$ cat src/rtl/tag_sched_pkg.sv
// Shared state encoding, width helpers and constants for the tag scheduler.
package tag_sched_pkg;

  typedef logic [2:0] state_t;

  localparam state_t StIdle  = 3'd0;
  localparam state_t StLoad  = 3'd1;
  localparam state_t StShift = 3'd2;
  localparam state_t StHold  = 3'd3;
  localparam state_t StDrain = 3'd4;

  // Tag value meaning "no tag" downstream; never issued.
  localparam int unsigned TAG_NONE = 0;

  function automatic int unsigned ncol_width(input int unsigned num_col);
    return $clog2(num_col + 1);
  endfunction

  function automatic int unsigned out_width(input int unsigned max_out);
    return $clog2(max_out + 1);
  endfunction

endpackage

$ cat src/rtl/tag_credit_ctr.sv
// Tag allocator (wraps past zero) plus in-flight credit counter with sticky underflow flag.
module tag_credit_ctr
  import tag_sched_pkg::*;
#(
  parameter int unsigned DATA_WIDTH      = 32,
  parameter int unsigned MAX_OUTSTANDING = 4,
  localparam int unsigned OUT_W          = out_width(MAX_OUTSTANDING)
) (
  input  logic                  clk,
  input  logic                  rst,
  input  logic                  grant,
  input  logic                  retire,
  output logic [DATA_WIDTH-1:0] next_tag,
  output logic [OUT_W-1:0]      outstanding,
  output logic [OUT_W-1:0]      outstanding_nxt,
  output logic                  err_retire
);

  localparam logic [OUT_W-1:0] MaxCnt = OUT_W'(MAX_OUTSTANDING);

  always_comb begin
    outstanding_nxt = outstanding;
    if (grant && !retire && (outstanding < MaxCnt)) begin
      outstanding_nxt = outstanding + OUT_W'(1);
    end else if (!grant && retire && (outstanding != '0)) begin
      outstanding_nxt = outstanding - OUT_W'(1);
    end
  end

  always_ff @(posedge clk or posedge rst) begin
    if (rst) begin
      next_tag    <= DATA_WIDTH'(1);
      outstanding <= '0;
      err_retire  <= 1'b0;
    end else begin
      if (grant) begin
        next_tag <= (next_tag == '1) ? DATA_WIDTH'(1) : next_tag + DATA_WIDTH'(1);
      end
      outstanding <= outstanding_nxt;
      if (retire && !grant && (outstanding == '0)) begin
        err_retire <= 1'b1;
      end
    end
  end

endmodule

$ cat src/rtl/tag_sched.sv
// Tag shift-chain controller: grants tags to tiles and sequences flush / per-column lock masks.
module tag_sched
  import tag_sched_pkg::*;
#(
  parameter int unsigned NUM_COL         = 8,
  parameter int unsigned DATA_WIDTH      = 32,
  parameter int unsigned MAX_OUTSTANDING = 4,
  parameter int unsigned HOLD_W          = 16,
  localparam int unsigned NCOL_W         = ncol_width(NUM_COL),
  localparam int unsigned OUT_W          = out_width(MAX_OUTSTANDING)
) (
  input  logic                  clk,
  input  logic                  rst,
  input  logic                  req_valid,
  output logic                  req_ready,
  input  logic [NCOL_W-1:0]     req_ncol,
  input  logic [HOLD_W-1:0]     req_hold,
  output logic                  grant_valid,
  output logic [DATA_WIDTH-1:0] grant_tag,
  input  logic                  retire,
  output logic                  flush,
  output logic [DATA_WIDTH-1:0] tag_in,
  output logic [NUM_COL-1:0]    tag_lock,
  output logic                  busy,
  output logic [OUT_W-1:0]      outstanding,
  output logic                  err_retire
);

  localparam int unsigned CNT_W = (HOLD_W > NCOL_W) ? HOLD_W : NCOL_W;
  localparam logic [OUT_W-1:0] MaxCnt = OUT_W'(MAX_OUTSTANDING);

  state_t              state_q, state_d;
  logic [CNT_W-1:0]    idx_q, idx_d;
  logic [NCOL_W-1:0]   ncol_q, ncol_d, ncol_norm;
  logic [HOLD_W-1:0]   hold_q, hold_d;
  logic [CNT_W-1:0]    ncol_last, hold_last;
  logic [NUM_COL-1:0]  lock_d;
  logic [DATA_WIDTH-1:0] next_tag;
  logic [OUT_W-1:0]    outstanding_nxt;
  logic                accept;

  function automatic logic [NUM_COL-1:0] low_ones(input int unsigned k);
    logic [NUM_COL-1:0] m;
    for (int unsigned i = 0; i < NUM_COL; i++) m[i] = (i < k);
    return m;
  endfunction

  tag_credit_ctr #(
    .DATA_WIDTH      (DATA_WIDTH),
    .MAX_OUTSTANDING (MAX_OUTSTANDING)
  ) u_credit (
    .clk             (clk),
    .rst             (rst),
    .grant           (state_q == StLoad),
    .retire          (retire),
    .next_tag        (next_tag),
    .outstanding     (outstanding),
    .outstanding_nxt (outstanding_nxt),
    .err_retire      (err_retire)
  );

  assign accept    = req_valid && req_ready;
  assign ncol_norm = ((req_ncol == '0) || (req_ncol > NCOL_W'(NUM_COL))) ? NCOL_W'(NUM_COL)
                                                                       : req_ncol;
  assign ncol_last = CNT_W'(ncol_q) - CNT_W'(1);
  assign hold_last = CNT_W'(hold_q) - CNT_W'(1);

  always_comb begin
    state_d = state_q;
    idx_d   = idx_q;
    ncol_d  = ncol_q;
    hold_d  = hold_q;
    case (state_q)
      StIdle: begin
        if (accept) begin
          ncol_d  = ncol_norm;
          hold_d  = req_hold;
          state_d = StLoad;
        end
      end
      StLoad: begin
        idx_d   = '0;
        state_d = StShift;
      end
      StShift: begin
        if (idx_q == ncol_last) begin
          idx_d   = '0;
          state_d = (hold_q != '0) ? StHold : StDrain;
        end else begin
          idx_d = idx_q + CNT_W'(1);
        end
      end
      StHold: begin
        if (idx_q == hold_last) begin
          idx_d   = '0;
          state_d = StDrain;
        end else begin
          idx_d = idx_q + CNT_W'(1);
        end
      end
      StDrain: begin
        if (idx_q == ncol_last) begin
          idx_d   = '0;
          state_d = StIdle;
        end else begin
          idx_d = idx_q + CNT_W'(1);
        end
      end
      default: state_d = StIdle;
    endcase
  end

  // Outputs are registered from the next state so they line up with the state they describe.
  always_comb begin
    lock_d = '0;
    case (state_d)
      StShift: lock_d = low_ones(32'(idx_d) + 32'd1);
      StHold:  lock_d = low_ones(32'(ncol_d));
      StDrain: lock_d = low_ones(32'(ncol_d)) & ~low_ones(32'(idx_d) + 32'd1);
      default: lock_d = '0;
    endcase
  end

  always_ff @(posedge clk or posedge rst) begin
    if (rst) begin
      state_q     <= StIdle;
      idx_q       <= '0;
      ncol_q      <= '0;
      hold_q      <= '0;
      req_ready   <= 1'b0;
      flush       <= 1'b0;
      grant_valid <= 1'b0;
      tag_in      <= DATA_WIDTH'(TAG_NONE);
      grant_tag   <= DATA_WIDTH'(TAG_NONE);
      tag_lock    <= '0;
      busy        <= 1'b0;
    end else begin
      state_q     <= state_d;
      idx_q       <= idx_d;
      ncol_q      <= ncol_d;
      hold_q      <= hold_d;
      req_ready   <= (state_d == StIdle) && (outstanding_nxt < MaxCnt);
      flush       <= (state_d == StLoad);
      grant_valid <= (state_d == StLoad);
      if (state_d == StLoad) begin
        tag_in    <= next_tag;
        grant_tag <= next_tag;
      end
      tag_lock    <= lock_d;
      busy        <= (state_d != StIdle);
    end
  end

endmodule

$ cat config.mk
export PLATFORM = sky130hd
export DESIGN_NAME = tag_sched
export DESIGN_NICKNAME = d
export VERILOG_FILES = /design/src/rtl/tag_sched_pkg.sv /design/src/rtl/tag_credit_ctr.sv /design/src/rtl/tag_sched.sv
export SDC_FILE = /design/constraint.sdc
export NUM_CORES = 1
export LEC_CHECK = 0
export ABC_AREA = 0
export CORE_UTILIZATION = 45
export CTS_CLUSTER_DIAMETER = 100
export DETAILED_ROUTE_END_ITERATION = 6
export PLACE_DENSITY = 0.78
export SETUP_SLACK_MARGIN = 0.3
export SLEW_MARGIN = 5
export SYNTH_ARGS = -nofsm -noshare
export SYNTH_HDL_FRONTEND = slang
export SYNTH_SLANG_ARGS = --single-unit
$ cat constraint.sdc
create_clock -name clk -period 12.1 [get_ports clk]
set_clock_uncertainty 0.05 [all_clocks]
set_input_delay 3.63 -clock clk [delete_from_list [all_inputs] [get_ports clk]]
set_output_delay 3.63 -clock clk [all_outputs]
set_load 0.01 [all_outputs]
==> summary.md <==
| Metric | Value |
|---|---|
| Status | `complete, no violations` |
| Cts hold-fix bufs | `0` |
| Via-per-instance ratio | `5.553` |
| Fin nets | `895` |
| Initial antenna violation count | `0` |
| Synth Flop Type | `dfrtp_1` |
| Pwr dens | `112.9 nW/um^2` |
| Fraction of layout cells with a size suffix above 1 | `0.06164` |
| Total power | `0.0009448 W` |
| Leak | `3.674 nW` |
| DPL Wire Length | `11.37 mm` |
| Number of library cell types mapped by synthesis | `68` |
| CTS resizes | `0` |
| Kind of critical path | `in -> reg` |
| Worst endpoint required time | `12.41 ns` |
| Final GP Congestion | `0.8757` |
| TritonCTS buffer count | `17` |
| CTS H-Tree Depth | `4` |
| CP most frequent cell | `buf_4` |
| Clock power frac | `0.501` |
| Hold Vio Cnt, Final | `0` |
| Total track usage | `0.2169` |
| Seq pwr share | `0.433` |
| Vias in the first global route | `5,539` |
| Area growth from synthesis to layout | `20.97%` |
| Number of port buffers | `103` |
| Die Area | `15,870 sq um` |
| CTS tree | `yes` |
| Worst r2r src | `hold_q[0]` |
| I/O pins | `104` |
| Starting Density | `0.4688` |
| Syn Inst Count | `809` |
| Setup TNS | `0 ns` |
| Grt ovf | `0` |
| Pin count of the biggest net entering global routing | `81` |
| Worst skew pair latency | `0.42 ns` |
| Finished Layout Cells | `1,060` |
| DR DRC count | `0` |
| Seq/Total Area, Yosys | `0.4271` |
| F_max | `145.2 MHz` |
| Setup crit end kind | `flip-flop` |
| Min-delay worst type | `reg -> reg` |
| Synth Cell Area | `6917 sq um` |
| Most common cell after layout, fill and taps aside | `nand2_1` |
| Commonest cells after routing, fill and taps aside | `nand2_1 (193), dfrtp_1 (117), clkdlybuf4s50_1 (103)` |
| Tmin final | `6.885 ns` |
| Root Buffer | `clkbuf_16` |
| Worst stage delay on the critical path | `0.60 ns` |
| Synth Net Count | `841` |
| Fin crit share | `0.5690` |
| EDFF count, synth | `0` |
| Critical Path, Cell by Cell | `clkdlybuf4s50_1 > nand3_1 > or2_2 > buf_4 > clkinv_1 > buf_4 > a21o_1 > inv_1 > nor2_1 > nor3_1 > o21ai_0 > a21oi_1 > o221a_2` |
| DRT antenna net count | `0` |
| Drt first pass iters | `6` |
| Placed Cells | `1,028` |
| Critical path arrival | `7.19 ns` |
| Die width | `126.0 um` |
| Postcts setup bufs | `0` |
| N_diodes | `0` |
| Max Root-Sink Buffers | `2` |
| Post-synth ARST share | `1.000` |
| Cell Int Power | `0.0007214 W` |
| Site Rows | `44` |
| First-pass GRT wire length | `27.37 mm` |
| CP Launch Point | `req_valid` |
| Via total after detailed routing | `5,886` |
| Mapped Avg Cell Area | `8.550 sq um` |
| Crit-path max FO | `56` |
| Worst reg-to-reg path cell count | `21` |
| Dpl ws | `4.839 ns` |
| Combinational share of power | `0.066` |
| Core Region | `14,750 sq um` |
| Sw Pwr | `0.0002234 W` |
| Slew margin rel. | `0.2479` |
| DR iter-0 viols | `511` |
| Max-cap violations | `0` |
| Switching Fraction | `0.2365` |
| Wirelength, routed | `16.53 mm` |
| Final WS setup | `5.215 ns` |
| Slowest-stage cell, CP | `clkinv_1` |
| Hold path cells | `1` |
| RSZ-0062 raised after global routing | `false` |
| Clock transition at the registers of the reported paths | `0.05 ns` |
| Yosys warns | `0` |
| Post-layout util | `0.5671` |
| Worst-margin pin slew | `1.121 ns` |
| Max-slew violation count | `0` |
| Hold Crit Start | `u_credit.err_retire` |
| Die Ht | `126.0 um` |
| VDD IR max | `0.1009 mV` |
| Startpoint Class | `input pin` |
| Routed length per instance | `15.60 um` |
| Num Clock Sinks | `118` |
| Final Setup Violations | `0` |
| Yosys reg bits | `118` |
worst max-delay path, delay by kind of cell:
| kind | cells | cell delay, ns |
|---|---|---|
| compound gates | 4 | 0.77 |
| buf+inv | 5 | 2.05 |
| simple gates | 4 | 0.65 |
per-layer routing:
metal,GRT usage,wire (um),vias up
li1,-,-,2863
met3,0.04800,881,25
met1,0.2869,7379,2822
met4,0.08646,335,0
met2,0.3464,7936,176
met5,0,0,-
sequential cells by signal, indices dropped and copies added (netlist names):
| register | flops |
|---|---|
| req_ready | 1 |
| ncol_q | 4 |
| idx_q | 16 |
| u_credit.outstanding | 3 |
| u_credit.err_retire | 1 |
| tag_in | 32 |
| state_q | 3 |
| tag_lock | 8 |
| hold_q | 16 |
| flush | 1 |
| u_credit.next_tag | 32 |
| busy | 1 |
worst paths after layout:
check	slack (ns)	endpoint
worst max register to register	6.23	tag_lock[2]
worst max-delay path	5.21	tag_lock[5]
worst min register to register	0.42	u_credit.err_retire
min in group asynchronous	3.53	u_credit.next_tag[14]
worst min-delay path	0.42	u_credit.err_retire
max in group asynchronous	7.07	ncol_q[1]
power by group through the flow:
stage	registers, W	logic, W	clock network (W)
global placement	0.000415	0.0000614	0
detailed placement	0.000416	0.0000627	0
CTS	0.000409	0.0000628	0.000482
finish	0.000409	0.0000626	0.000473
global route	0.000410	0.0000688	0.000500
floorplan	0.000416	0.0000326	0
Yosys cell counts, types with 3 or more instances:
cell / n / area [sq um]
buf_1: 3 / 11.26
buf_2: 8 / 40.04
nand4_1: 14 / 87.58
and3_1: 8 / 50.05
xor2_1: 31 / 271.5
and4_1: 4 / 35.03
nand3b_1: 4 / 30.03
o31ai_1: 8 / 60.06
a21oi_1: 20 / 100.1
nand4b_1: 3 / 26.28
nand2b_1: 5 / 31.28
or2_2: 5 / 31.28
mux2i_1: 4 / 40.04
inv_1: 21 / 78.83
dfrtp_1: 117 / 2928
nand2_1: 193 / 724.4
o211ai_1: 6 / 45.04
nor3b_1: 6 / 45.04
and2_1: 5 / 31.28
o21a_1: 3 / 22.52
o21ai_0: 23 / 115.1
xnor2_1: 43 / 376.6
o311ai_1: 3 / 26.28
or3_1: 8 / 50.05
buf_4: 35 / 262.8
or4_1: 11 / 82.58
nand3_1: 28 / 140.1
a21o_1: 8 / 60.06
nor4_1: 16 / 100.1
nor3_1: 22 / 110.1
o22ai_1: 3 / 18.77
a211oi_1: 4 / 30.03
clkbuf_1: 28 / 105.1
ha_1: 8 / 100.1
nor2_1: 56 / 210.2
cell families after synthesis:
group           Yosys count  synth area share
buf+inv                  96           0.07254
xor+xnor                 74           0.09370
mux                       4          0.005789
simple gates            400            0.2742
fa+ha+maj                 8           0.01447
flops                   118            0.4271
compound gates          109            0.1122
through the flow:
step	hold WS, ns	instance area [sq um]
after floorplan	0.4090	6917
after global placement	0.4009	7806
after detailed placement	0.4183	7806
after CTS	0.4304	8367
after global routing	0.4504	8367
final	0.4238	8367
final cells by class:
class | instances | area [sq um]
clock buffers | 20 | 456.7
repair buffers | 109 | 1076
multi-input cells | 595 | 3461
inverters | 22 | 85.08
flip-flops and latches | 118 | 2954
clock inverters | 12 | 103.9
fillers | 1323 | 6387
well taps | 184 | 230.2
Note: power is estimated with default switching activity, not from simulation.
